[src/rtl/mult_div_unit_pkg.sv]
// rtl/mult_div_unit_pkg.sv - shared op/state encodings for the multiply/divide unit
package mult_div_unit_pkg;

    typedef logic [2:0] op_t;

    localparam op_t OP_MULT  = 3'd0;
    localparam op_t OP_MULTU = 3'd1;
    localparam op_t OP_DIV   = 3'd2;
    localparam op_t OP_DIVU  = 3'd3;
    localparam op_t OP_MTHI  = 3'd4;
    localparam op_t OP_MTLO  = 3'd5;

    typedef enum logic [1:0] {
        ST_IDLE,
        ST_CALC,
        ST_FIX
    } state_t;

    function automatic logic is_muldiv(op_t op);
        return op <= OP_DIVU;
    endfunction

    function automatic logic is_signed_op(op_t op);
        return (op == OP_MULT) || (op == OP_DIV);
    endfunction

endpackage

[src/rtl/mult_div_unit_if.sv]
// rtl/mult_div_unit_if.sv - request/result bundle between the EX stage and the HI/LO unit
interface mult_div_unit_if
    import mult_div_unit_pkg::*;
#(
    parameter int WIDTH = 32
);
    logic             start;
    op_t              op;
    logic [WIDTH-1:0] opa;
    logic [WIDTH-1:0] opb;
    logic             flush;
    logic             rd_req;
    logic             busy;
    logic             stall;
    logic             done;
    logic [WIDTH-1:0] hi;
    logic [WIDTH-1:0] lo;

    modport master (
        output start, op, opa, opb, flush, rd_req,
        input  busy, stall, done, hi, lo
    );

    modport slave (
        input  start, op, opa, opb, flush, rd_req,
        output busy, stall, done, hi, lo
    );
endinterface

[src/rtl/mult_div_unit_md_iter_step.sv]
// rtl/mult_div_unit_md_iter_step.sv - one bit of shift-add multiply or restoring shift-subtract divide
module md_iter_step #(
    parameter int WIDTH = 32
) (
    input  logic             i_is_div,
    input  logic [WIDTH-1:0] i_hi,
    input  logic [WIDTH-1:0] i_lo,
    input  logic [WIDTH-1:0] i_b,
    output logic [WIDTH-1:0] o_hi,
    output logic [WIDTH-1:0] o_lo
);
    logic [WIDTH:0]   w_sum;
    logic [WIDTH:0]   w_shifted;
    logic [WIDTH-1:0] w_diff;
    logic             w_ge;

    // Multiply: LO holds the unconsumed multiplier bits, product shifts in from the top.
    assign w_sum     = {1'b0, i_hi} + (i_lo[0] ? {1'b0, i_b} : '0);
    // Divide: LO holds the unconsumed dividend bits and collects quotient bits at the bottom.
    assign w_shifted = {i_hi, i_lo[WIDTH-1]};
    assign w_ge      = w_shifted >= {1'b0, i_b};
    assign w_diff    = w_shifted[WIDTH-1:0] - i_b;

    always_comb begin
        o_hi = '0;
        o_lo = '0;
        if (i_is_div) begin
            o_hi = w_ge ? w_diff : w_shifted[WIDTH-1:0];
            o_lo = {i_lo[WIDTH-2:0], w_ge};
        end else begin
            o_hi = w_sum[WIDTH:1];
            o_lo = {w_sum[0], i_lo[WIDTH-1:1]};
        end
    end
endmodule

[src/rtl/mult_div_unit.sv]
// rtl/mult_div_unit.sv - iterative MULT/MULTU/DIV/DIVU unit owning HI/LO, with MTHI/MTLO and stall request
module mult_div_unit
    import mult_div_unit_pkg::*;
#(
    parameter int WIDTH  = 32,
    parameter int UNROLL = 1
) (
    input  logic            i_clk,
    input  logic            i_rst_n,
    mult_div_unit_if.slave  bus
);
    localparam int N  = WIDTH / UNROLL;
    localparam int CW = $clog2(N + 1);

    state_t           r_state;
    logic [CW-1:0]    r_cnt;
    logic [WIDTH-1:0] r_hi_acc;
    logic [WIDTH-1:0] r_lo_acc;
    logic [WIDTH-1:0] r_b;
    logic             r_is_div;
    logic             r_sign_a;
    logic             r_sign_b;
    logic             r_b_zero;
    logic [WIDTH-1:0] r_hi;
    logic [WIDTH-1:0] r_lo;
    logic             r_busy;
    logic             r_done;

    logic [WIDTH-1:0]   w_hi [UNROLL+1];
    logic [WIDTH-1:0]   w_lo [UNROLL+1];
    logic               w_sign_a;
    logic               w_sign_b;
    logic               w_neg;
    logic [2*WIDTH-1:0] w_prod;
    logic [WIDTH-1:0]   w_quo;
    logic [WIDTH-1:0]   w_rem;

    assign w_hi[0] = r_hi_acc;
    assign w_lo[0] = r_lo_acc;

    for (genvar g = 0; g < UNROLL; g++) begin : g_step
        md_iter_step #(.WIDTH(WIDTH)) u_step (
            .i_is_div (r_is_div),
            .i_hi     (w_hi[g]),
            .i_lo     (w_lo[g]),
            .i_b      (r_b),
            .o_hi     (w_hi[g+1]),
            .o_lo     (w_lo[g+1])
        );
    end

    assign w_sign_a = is_signed_op(bus.op) & bus.opa[WIDTH-1];
    assign w_sign_b = is_signed_op(bus.op) & bus.opb[WIDTH-1];

    // Unsigned ops latch zero signs, so the corrections below are no-ops for them.
    assign w_neg  = r_sign_a ^ r_sign_b;
    assign w_prod = w_neg ? -{r_hi_acc, r_lo_acc} : {r_hi_acc, r_lo_acc};
    assign w_quo  = r_b_zero ? '1 : (w_neg ? -r_lo_acc : r_lo_acc);
    assign w_rem  = r_sign_a ? -r_hi_acc : r_hi_acc;

    always_ff @(posedge i_clk or negedge i_rst_n) begin
        if (!i_rst_n) begin
            r_state  <= ST_IDLE;
            r_cnt    <= '0;
            r_hi_acc <= '0;
            r_lo_acc <= '0;
            r_b      <= '0;
            r_is_div <= 1'b0;
            r_sign_a <= 1'b0;
            r_sign_b <= 1'b0;
            r_b_zero <= 1'b0;
            r_hi     <= '0;
            r_lo     <= '0;
            r_busy   <= 1'b0;
            r_done   <= 1'b0;
        end else begin
            r_done <= 1'b0;
            case (r_state)
                ST_IDLE: begin
                    if (bus.start && !bus.flush) begin
                        if (is_muldiv(bus.op)) begin
                            r_hi_acc <= '0;
                            r_lo_acc <= w_sign_a ? -bus.opa : bus.opa;
                            r_b      <= w_sign_b ? -bus.opb : bus.opb;
                            r_sign_a <= w_sign_a;
                            r_sign_b <= w_sign_b;
                            r_b_zero <= (bus.opb == '0);
                            r_is_div <= (bus.op == OP_DIV) || (bus.op == OP_DIVU);
                            r_cnt    <= CW'(N);
                            r_busy   <= 1'b1;
                            r_state  <= ST_CALC;
                        end else if (bus.op == OP_MTHI) begin
                            r_hi <= bus.opa;
                        end else if (bus.op == OP_MTLO) begin
                            r_lo <= bus.opa;
                        end
                    end
                end
                ST_CALC: begin
                    if (bus.flush) begin
                        r_busy  <= 1'b0;
                        r_state <= ST_IDLE;
                    end else begin
                        r_hi_acc <= w_hi[UNROLL];
                        r_lo_acc <= w_lo[UNROLL];
                        r_cnt    <= r_cnt - CW'(1);
                        if (r_cnt == CW'(1)) r_state <= ST_FIX;
                    end
                end
                ST_FIX: begin
                    if (r_is_div) begin
                        r_hi <= w_rem;
                        r_lo <= w_quo;
                    end else begin
                        {r_hi, r_lo} <= w_prod;
                    end
                    r_done  <= 1'b1;
                    r_busy  <= 1'b0;
                    r_state <= ST_IDLE;
                end
                default: begin
                    r_busy  <= 1'b0;
                    r_state <= ST_IDLE;
                end
            endcase
        end
    end

    assign bus.busy  = r_busy;
    assign bus.stall = r_busy & (bus.start | bus.rd_req);
    assign bus.done  = r_done;
    assign bus.hi    = r_hi;
    assign bus.lo    = r_lo;
endmodule

[src/flat_wrapper.sv]
// flat-port wrapper written by rule: the top's interface ports become plain ports
module mult_div_unit_flat import mult_div_unit_pkg::*;
#(
    parameter int WIDTH  = 32,
    parameter int UNROLL = 1
)
  (i_clk, i_rst_n, bus_start, bus_op, bus_opa, bus_opb, bus_flush, bus_rd_req, bus_busy, bus_stall, bus_done, bus_hi, bus_lo);
  mult_div_unit_if #(.WIDTH(WIDTH)) bus_i ();
  input  logic i_clk;
  input  logic i_rst_n;
  input wire logic [$bits(bus_i.start)-1:0] bus_start;
  input wire logic [$bits(bus_i.op)-1:0] bus_op;
  input wire logic [$bits(bus_i.opa)-1:0] bus_opa;
  input wire logic [$bits(bus_i.opb)-1:0] bus_opb;
  input wire logic [$bits(bus_i.flush)-1:0] bus_flush;
  input wire logic [$bits(bus_i.rd_req)-1:0] bus_rd_req;
  output wire logic [$bits(bus_i.busy)-1:0] bus_busy;
  output wire logic [$bits(bus_i.stall)-1:0] bus_stall;
  output wire logic [$bits(bus_i.done)-1:0] bus_done;
  output wire logic [$bits(bus_i.hi)-1:0] bus_hi;
  output wire logic [$bits(bus_i.lo)-1:0] bus_lo;
  assign bus_i.start = bus_start;
  assign bus_i.op = bus_op;
  assign bus_i.opa = bus_opa;
  assign bus_i.opb = bus_opb;
  assign bus_i.flush = bus_flush;
  assign bus_i.rd_req = bus_rd_req;
  assign bus_busy = bus_i.busy;
  assign bus_stall = bus_i.stall;
  assign bus_done = bus_i.done;
  assign bus_hi = bus_i.hi;
  assign bus_lo = bus_i.lo;
  mult_div_unit #(.WIDTH(WIDTH), .UNROLL(UNROLL)) u_core (.i_clk(i_clk), .i_rst_n(i_rst_n), .bus(bus_i));
endmodule
[config.mk]
export PLATFORM = sky130hd
export DESIGN_NAME = mult_div_unit_flat
export DESIGN_NICKNAME = d
export VERILOG_FILES = /design/src/rtl/mult_div_unit_pkg.sv /design/src/rtl/mult_div_unit_if.sv /design/src/rtl/mult_div_unit_md_iter_step.sv /design/src/rtl/mult_div_unit.sv /design/src/flat_wrapper.sv
export SDC_FILE = /design/constraint.sdc
export NUM_CORES = 1
export LEC_CHECK = 0
export BUFFER_PORTS_ARGS = -buffer_cell sky130_fd_sc_hd__buf_4
export CORE_ASPECT_RATIO = 1.4
export CORE_MARGIN = 4
export CORE_UTILIZATION = 65
export CTS_CLUSTER_DIAMETER = 60
export DETAILED_ROUTE_END_ITERATION = 10
export PLACE_DENSITY = 0.95
export SYNTH_ARGS = -nofsm -noshare
export SYNTH_HDL_FRONTEND = slang
export SYNTH_SLANG_ARGS = --single-unit
[constraint.sdc]
create_clock -name i_clk -period 10.74 [get_ports i_clk]
set_input_delay 1.074 -clock i_clk [delete_from_list [all_inputs] [get_ports i_clk]]
set_output_delay 1.074 -clock i_clk [all_outputs]
set_load 0.1 [all_outputs]
==> metrics.md, run 1 <==
| Metric | Value |
|---|---|
| Outcome | complete, no violations |
| Yosys reg bits | roughly 170 |
| Gr usage total | 36.5% |
| Slew margin rel. | 14.9% |
| Critical Path RT | 11040 ps |
| Total number of vias | 15000 |
| Post-CTS Setup Inserts | 0 |
| N_diodes | 0 |
| Die area | 25400 um^2 |
| Vias in the first global route | 14700 |
| Buffers and inverters on the worst path | 2 |
| CP arrival | around 4400 ps |
| DP HPWL | 34.6 mm |
| Pre-antenna DRT Iters | 8 |
| Gate count of the mapped netlist | 1890 |
| Core area | 22500 um^2 |
| IO Port Bufs | 138 |
| Final TNS setup | 0 ps |
| CP most frequent cell | a21oi_1 |
| Async SR Flop Fraction | 100% |
| PD cells | 300 nW/um^2 |
| Min Tclk post-route | 4140 ps |
| Setup-failing EPs final | 0 |
| Crit-path cells | inv_1 > buf_4 > ha_1 > or3b_1 > or4_1 > nor2_1 > nand4_1 > a21oi_1 > a22oi_1 > o41ai_1 > xor2_1 > a21oi_1 |
| Maxcap violations | 0 |
| Synthesis-to-finish area growth | 11.1% |
| Post-CTS sizing | 0 |
| Commonest non-fill, non-tap cell in the layout | nand2_1 |
| Critical path startpoint category | register |
| Delay-heaviest family, CP | simple AND/OR/NAND/NOR gates |
| Largest net degree at the start of global routing | 115 |
| RSZ-0062 raised after global routing | no |
| Max incr delay on CP | 640 ps |
| Clock buffer count from CTS | 17 |
| Most frequent cells in the layout | 256 x nand2_1, 198 x o21ai_0, 173 x dfrtp_1 |
| Final Non-Filler Cells | 2253 |
| Fin crit share | 38.5% |
| Max Slew Vio Count | 0 |
| Finished Core Util | about three quarters |
| Post-Route WL | 46.6 mm |
| Skew-Pair Late Insertion Delay | 450 ps |
| Reg clk slew, reported paths | 70 ps |
| Placed cell count | 2222 |
| Yosys cell types | 77 |
| Syn Std Cell Area | 14900 um^2 |
| CTS H-tree depth | 4 |
| WL/cell | 20.7 um |
| Hold Crit Class | register to register |
| CP max-delay cell | or4_1 |
| Filler Cell Count | around 1700 |
| Sequential share of the synthesized area | 29.3% |
| Synth Area per Inst | 7.86 um^2 |
| Global route overflow | 0 |
| CTS tree | yes |
| Rows | between 60 and 70 |
| Final Hold Viols | 0 |
| Ys flop type | dfrtp_1 |
| First-pass GRT wire length | 74.5 mm |
| Post-DRT Antenna Nets | 0 |
| Io pins | 139 |
| DR vias/cell | 6.64 |
| CP Class | register to register |
| Root buf cell | clkbuf_16 |
| Die H | 187 um |
| Synth warn | 0 |
| Antenna violations before repair | 0 |
| CTS Hold Buffers Added | 0 |
| Initial core utilization | roughly 66% |
| Share of cells above drive strength 1 | approximately 11% |
| Starting DRT DRC Count | 1470 |
| Worst slew pin tran | 1270 ps |
| Die Width | 136 um |
| Drt drc | 0 |
| CTS max path bufs | 2 |
| Synthesized Nets | roughly 2000 |
| Max rail drop VDD | between 0.0002 and 0.00025 V |
| Clk sinks | 174 |
| Layout Skew | 7.89 ps |
| CP Max Fanout | 33 |
| Nets | ~2100 |
| Crit. End Element | register |
| Post-synth EDFFs | 0 |
| Peak Freq | 0.242 GHz |
| Gpl congestion | 0.993 |
| Leakage Power | 7.29 nW |
==> worst register-to-register path, delay by kind of cell (launching register included) <==
family                   cells  cell delay (ps)
buffers and inverters        2              430
AO/OA/AOI/OAI                4             1040
AND/OR/NAND/NOR              4             1570
adder cells (fa/ha/maj)      1              240
XOR/XNOR                     1              270
flip-flops                   1              450
==> flip-flops by register name, summed over array words and instances, names as in the netlist, 2 cells and up <==
register and count:
u_core.r_cnt 6, u_core.bus.lo 32, u_core.r_lo_acc 32, u_core.r_state 2
u_core.r_b 32, u_core.bus.hi 32, u_core.r_hi_acc 32
==> layer usage <==
layer / track usage [%] / vias up / part of all wire [%]
li1: - / 6888 / -
met2: 62.6 / 860 / 49
met1: 41.2 / 6937 / 35
met5: 0 / - / 0
met3: 6.08 / 266 / 8.2
met4: 24.2 / 0 / 7.4
==> cells in the mapped netlist, types with 11 or more instances <==
cell type,count,area [um^2]
nand2b_1,16,100
nand4_1,15,93.8
o31ai_1,24,180
nor4_1,24,150
nor2_1,141,529
a31oi_1,23,144
nor2b_1,30,188
inv_1,64,240
o211ai_1,14,105
a22oi_1,13,97.6
ha_1,70,876
a21oi_1,138,691
mux2i_1,58,581
xor2_1,96,841
dfrtp_1,174,4350
nand3_1,31,155
a32oi_1,26,228
and3_1,17,106
nand2_1,256,961
and2_1,11,68.8
or4_1,13,97.6
or3_1,14,87.6
o21bai_1,11,82.6
nor3_1,27,135
xnor2_1,79,692
o21ai_0,198,991
o21a_1,16,120
a211oi_1,25,188
a21o_1,28,210
clkbuf_1,108,405
==> power by group <==
part | switching (mW) | internal (mW) | total, mW | leakage [nW]
Clock | 0.273 | 0.317 | 0.590 | 0.249
Combinational | 2.10 | 1.06 | 3.16 | 4.88
Sequential | 0.330 | 0.868 | 1.20 | 2.16
==> metrics by stage <==
step | total power [mW] | worst slack, ps | hold WS [ps] | area (um^2)
global placement | 4.21 | 6750 | 461 | 16000
global route | 5.23 | 6470 | 494 | 16500
finish | 4.95 | 6600 | 477 | 16500
CTS | 4.88 | 6790 | 484 | 16500
detailed placement | 4.29 | 6630 | 469 | 16000
floorplan | 3.51 | 7190 | 444 | 14900
==> kinds of logic after synthesis <==
kind of cell | synth area share, %
mux | 4.14
buf+inv | 4.89
xor+xnor | 10.3
compound gates | 24.5
flops | 29.3
simple gates | 20.6
fa+ha+maj | 6.17
==> final cells by class <==
class	count	area, um^2	share of cell area, %
multi-input combinational	1526	9810	59.5
sequential	174	4360	26.4
timing repair buffer	156	1170	7.12
clock buffer	21	440	2.67
tap	301	377	2.28
inverter	65	244	1.48
clock inverter	10	92.6	0.561
==> worst paths after layout <==
kind | from | endpoint | slack, ps | cells after the start
setup / recovery | u_core.r_lo_acc[0] | u_core.bus.hi[22] | 6600 | 12
hold / removal | u_core.r_b[22] | u_core.r_b[22] | 480 | 2
setup reg to reg | u_core.r_lo_acc[0] | u_core.bus.hi[22] | 6600 | 12
hold reg to reg | u_core.r_b[22] | u_core.r_b[22] | 480 | 2
max in group asynchronous | i_rst_n | u_core.r_is_div | 8410 | 2
min in group asynchronous | i_rst_n | u_core.bus.lo[5] | 760 | 1
No activity file was read; power rests on OpenSTA's default activity.
==> run 2: changes to the inputs <==
--- a/config.mk
+++ b/config.mk
@@ -5,13 +5,14 @@
 export SDC_FILE = /design/constraint.sdc
 export NUM_CORES = 1
 export LEC_CHECK = 0
+export ABC_AREA = 1
 export BUFFER_PORTS_ARGS = -buffer_cell sky130_fd_sc_hd__buf_4
 export CORE_ASPECT_RATIO = 1.4
 export CORE_MARGIN = 4
-export CORE_UTILIZATION = 65
+export CORE_UTILIZATION = 56
 export CTS_CLUSTER_DIAMETER = 60
 export DETAILED_ROUTE_END_ITERATION = 10
-export PLACE_DENSITY = 0.95
+export PLACE_DENSITY = 0.87
 export SYNTH_ARGS = -nofsm -noshare
 export SYNTH_HDL_FRONTEND = slang
 export SYNTH_SLANG_ARGS = --single-unit
==> constraint.sdc (replaced) <==
create_clock -name i_clk -period 3.8 [get_ports i_clk]
set_input_delay 0.38 -clock i_clk [delete_from_list [all_inputs] [get_ports i_clk]]
set_output_delay 0.38 -clock i_clk [all_outputs]
set_load 0.1 [all_outputs]
==> run 2 against run 1 <==
Compared with the run above: first-iteration DRC count increased by 78%; core utilization decreased by 9.7 points; critical path type unchanged; power increased to 4.0 times the previous value; clock power increased to 3.2 times the previous value; flip-flop and latch count unchanged; clock-buffer cell count decreased by 3; global-route usage increased by 8.7 points; clock skew increased by 4.3 ps; largest power group unchanged; fmax increased by 23%; register-to-register slack got worse by 6200 ps; via count increased by 44%; largest cell class unchanged; final cell count increased by 55%.
==> metrics.md, run 2 <==
| Metric | Value |
|---|---|
| Outcome | complete, no violations (unchanged) |
| Initial core utilization | 57.0% (was 65.9%) |
| Die area | 34300 um^2 (was 25400 um^2) |
| Clk sinks | 174 (unchanged) |
| Antenna violations before repair | 2 (was 0) |
| DR vias/cell | 6.17 (was 6.64) |
| Worst reg-to-reg path cell count | 18 (was 12) |
| CTS H-tree depth | 4 (unchanged) |
| Syn Std Cell Area | 17500 um^2 (was 14900 um^2) |
| First-pass GRT wire length | 118 mm (was 74.5 mm) |
| CP Max Fanout | 17 (was 33) |
| Sequential share of the synthesized area | 24.8% (was 29.3%) |
| Rows | 76 (was 65) |
| Max rail drop VDD | 0.000614 V (was 0.000207 V) |
| Post-CTS sizing | 0 (unchanged) |
| Hold Crit Class | input port to register (was register to register) |
| Flop-to-flop setup slack | 430 ps (was 6600 ps) |
| Leading area contributor after synthesis | dfrtp_1 (unchanged) |
| Placed cell count | 3466 (was 2222) |
| Final TNS setup | 0 ps (unchanged) |
| Drt drc | 0 (unchanged) |
| Nets | 3240 (was 2084) |
| Leakage Power | 10.2 nW (was 7.29 nW) |
| RSZ-0062 raised after global routing | no (unchanged) |
| Gate count of the mapped netlist | 2992 (was 1890) |
| Critical path startpoint category | register (unchanged) |
| Total number of vias | 21600 (was 15000) |
| Synth warn | 0 (unchanged) |
| Die Width | 158 um (was 136 um) |
| Yosys cell types | 48 (was 77) |
| CTS tree | yes (unchanged) |
| Synthesis-to-finish area growth | 11.6% (was 11.1%) |
| Starting DRT DRC Count | 2615 (was 1470) |
| Slew margin rel. | 30.0% (was 14.9%) |
| Synthesized Nets | 3136 (was 2034) |
| Reg2reg start | u_core.r_lo_acc[0] (unchanged) |
| Dominant cell by count in the synthesized netlist | nand2_1 (unchanged) |
| Hold wc startpoint | bus_op[1] (was u_core.r_b[22]) |
| CP arrival | 3730 ps (was 4440 ps) |
| CTS max path bufs | 2 (unchanged) |
| Post-synth EDFFs | 0 (unchanged) |
| Layout Skew | 12.2 ps (was 7.89 ps) |
| Synth top area cells | dfrtp_1 25%, nand2_1 17%, nor2_1 9.7%, inv_1 8.6%, nand3_1 7.5% (was dfrtp_1 29%, o21ai_0 6.7%, nand2_1 6.5%, ha_1 5.9%, xor2_1 5.7%) |
| Reg clk slew, reported paths | 80 ps (was 70 ps) |
| Sink of the worst hold path | u_core.r_is_div (was u_core.r_b[22]) |
| Share of cells above drive strength 1 | 8.91% (was 11.0%) |
| Yosys reg bits | 174 (unchanged) |
| Peak Freq | 0.297 GHz (was 0.242 GHz) |
| DP HPWL | 60.8 mm (was 34.6 mm) |
| N_diodes | 0 (unchanged) |
| Clock buffer count from CTS | 17 (unchanged) |
| Ys flop type | dfrtp_1 (unchanged) |
| Fin crit share | 88.6% (was 38.5%) |
| Worst slew pin tran | 1040 ps (was 1270 ps) |
| Crit. End Element | register (unchanged) |
| Pre-antenna DRT Iters | 7 (was 8) |
| Max Slew Vio Count | 0 (unchanged) |
| Gpl congestion | 1.13 (was 0.993) |
| Crit path from | u_core.r_lo_acc[0] (unchanged) |
| Synth Area per Inst | 5.87 um^2 (was 7.86 um^2) |
| IO Port Bufs | 138 (unchanged) |
| Io pins | 139 (unchanged) |
| Skew-Pair Late Insertion Delay | 470 ps (was 450 ps) |
| Async SR Flop Fraction | 100% (unchanged) |
| Reg2reg end | u_core.r_hi_acc[29] (was u_core.bus.hi[22]) |
| Largest net degree at the start of global routing | 86 (was 115) |
| Critical Path RT | 4160 ps (was 11040 ps) |
| Root buf cell | clkbuf_16 (unchanged) |
| Synth top area share | 24.8% (was 29.3%) |
| Hold path depth | 3 (was 2) |
| Post-CTS Setup Inserts | 0 (unchanged) |
| PD cells | 1010 nW/um^2 (was 300 nW/um^2) |
| Maxcap violations | 0 (unchanged) |
| Setup-failing EPs final | 0 (unchanged) |
| Final Hold Viols | 0 (unchanged) |
| Commonest non-fill, non-tap cell in the layout | nand2_1 (unchanged) |
| WL/cell | 22.3 um (was 20.7 um) |
| Top cells by count, synth | 812 x nand2_1, 452 x nor2_1, 400 x inv_1 (was 256 x nand2_1, 198 x o21ai_0, 174 x dfrtp_1) |
| CP Class | register to register (unchanged) |
| Final Non-Filler Cells | 3499 (was 2253) |
| CTS Hold Buffers Added | 1 (was 0) |
| Hold_ws | 139 ps (was 477 ps) |
| Core area | 30800 um^2 (was 22500 um^2) |
| Global route overflow | 0 (unchanged) |
| Vias in the first global route | 21100 (was 14700) |
| Most frequent cells in the layout | 812 x nand2_1, 448 x nor2_1, 400 x inv_1 (was 256 x nand2_1, 198 x o21ai_0, 173 x dfrtp_1) |
| Post-DRT Antenna Nets | 0 (unchanged) |
| Die H | 217 um (was 187 um) |
| Min Tclk post-route | 3370 ps (was 4140 ps) |
| Gr usage total | 45.2% (was 36.5%) |
| Post-Route WL | 78.0 mm (was 46.6 mm) |
[run 2: changes by cell type in the layout (fill, tap and decap cells not counted), moves of 61 or more]
cell	before	now
a21oi_1	136	197
inv_1	64	400
nand2_1	256	812
nand3_1	31	263
nor2_1	139	448
xnor2_1	79	16
xor2_1	96	32
[run 2: power breakdown]
part | switching, mW | internal (mW) | total (mW)
registers | 1.01 | 2.67 | 3.68
logic | 10.5 | 3.74 | 14.2
clock network | 0.933 | 0.932 | 1.86
total | 12.4 | 7.34 | 19.8
[run 2: how the worst max path moves through the flow]
stage | depth (start not counted) | slack [ps] | end
2_1_floorplan | 19 | 1050 | u_core.r_hi_acc[29]
3_3_place_gp | 18 | 730 | u_core.r_hi_acc[29]
3_5_place_dp | 18 | 630 | u_core.r_hi_acc[29]
4_1_cts | 18 | 570 | u_core.r_hi_acc[29]
5_1_grt | 18 | 270 | u_core.r_hi_acc[29]
6_report | 18 | 430 | u_core.r_hi_acc[29]
[run 2: cell type report]
type | count | area, um^2
tap | 390 | 488
inverter | 414 | 1550
clock inverter | 14 | 149
multi-input combinational | 2311 | 11300
fill | 2932 | 11200
sequential | 174 | 4360
clock buffer | 18 | 429
timing repair buffer | 178 | 1360
[run 2: critical path, cell delays in order (launching register included)]
cell and delay [ps]:
dfrtp_1 440, buf_4 280, nand2_1 80, inv_1 70, ha_1 200, inv_1 70
fa_1 390, inv_1 120, nand2_1 90, o21ai_0 510, nand2_1 120, nand2_1 170
nand2_1 90, nand2_1 140, nand2_1 150, nand3_1 110, nand3_1 80, nand3_1 100
nand2_1 50
[run 2: cell families (layout without fill, tap and decap cells)]
family	after synthesis	in the layout	synth area share [%]
simple gates	1684	1684	40.5
compound gates	507	507	15.9
buf+inv	507	624	11.2
flops	174	174	24.8
fa+ha+maj	72	72	5.22
xor+xnor	48	48	2.40
[run 2: routing by layer]
layer  routed length, um  GRT usage [%]  vias to the layer above
met1               24600           46.1                     9814
met2               37700           77.8                     1450
met3                7060           9.13                      450
met5                   7              0                        -
met4                8540           38.7                        2
li1                    -              -                     9887
[run 2: through the flow]
step | instance area [um^2] | total power [mW] | utilization (%) | setup WS [ps]
floorplan | 17500 | 13.3 | - | 1050
global placement | 19000 | 17.3 | 61.7 | 728
detailed placement | 19000 | 17.4 | 61.7 | 626
CTS | 19600 | 19.3 | 63.6 | 573
global route | 19600 | 21.0 | 63.6 | 271
finish | 19600 | 19.8 | 63.6 | 431
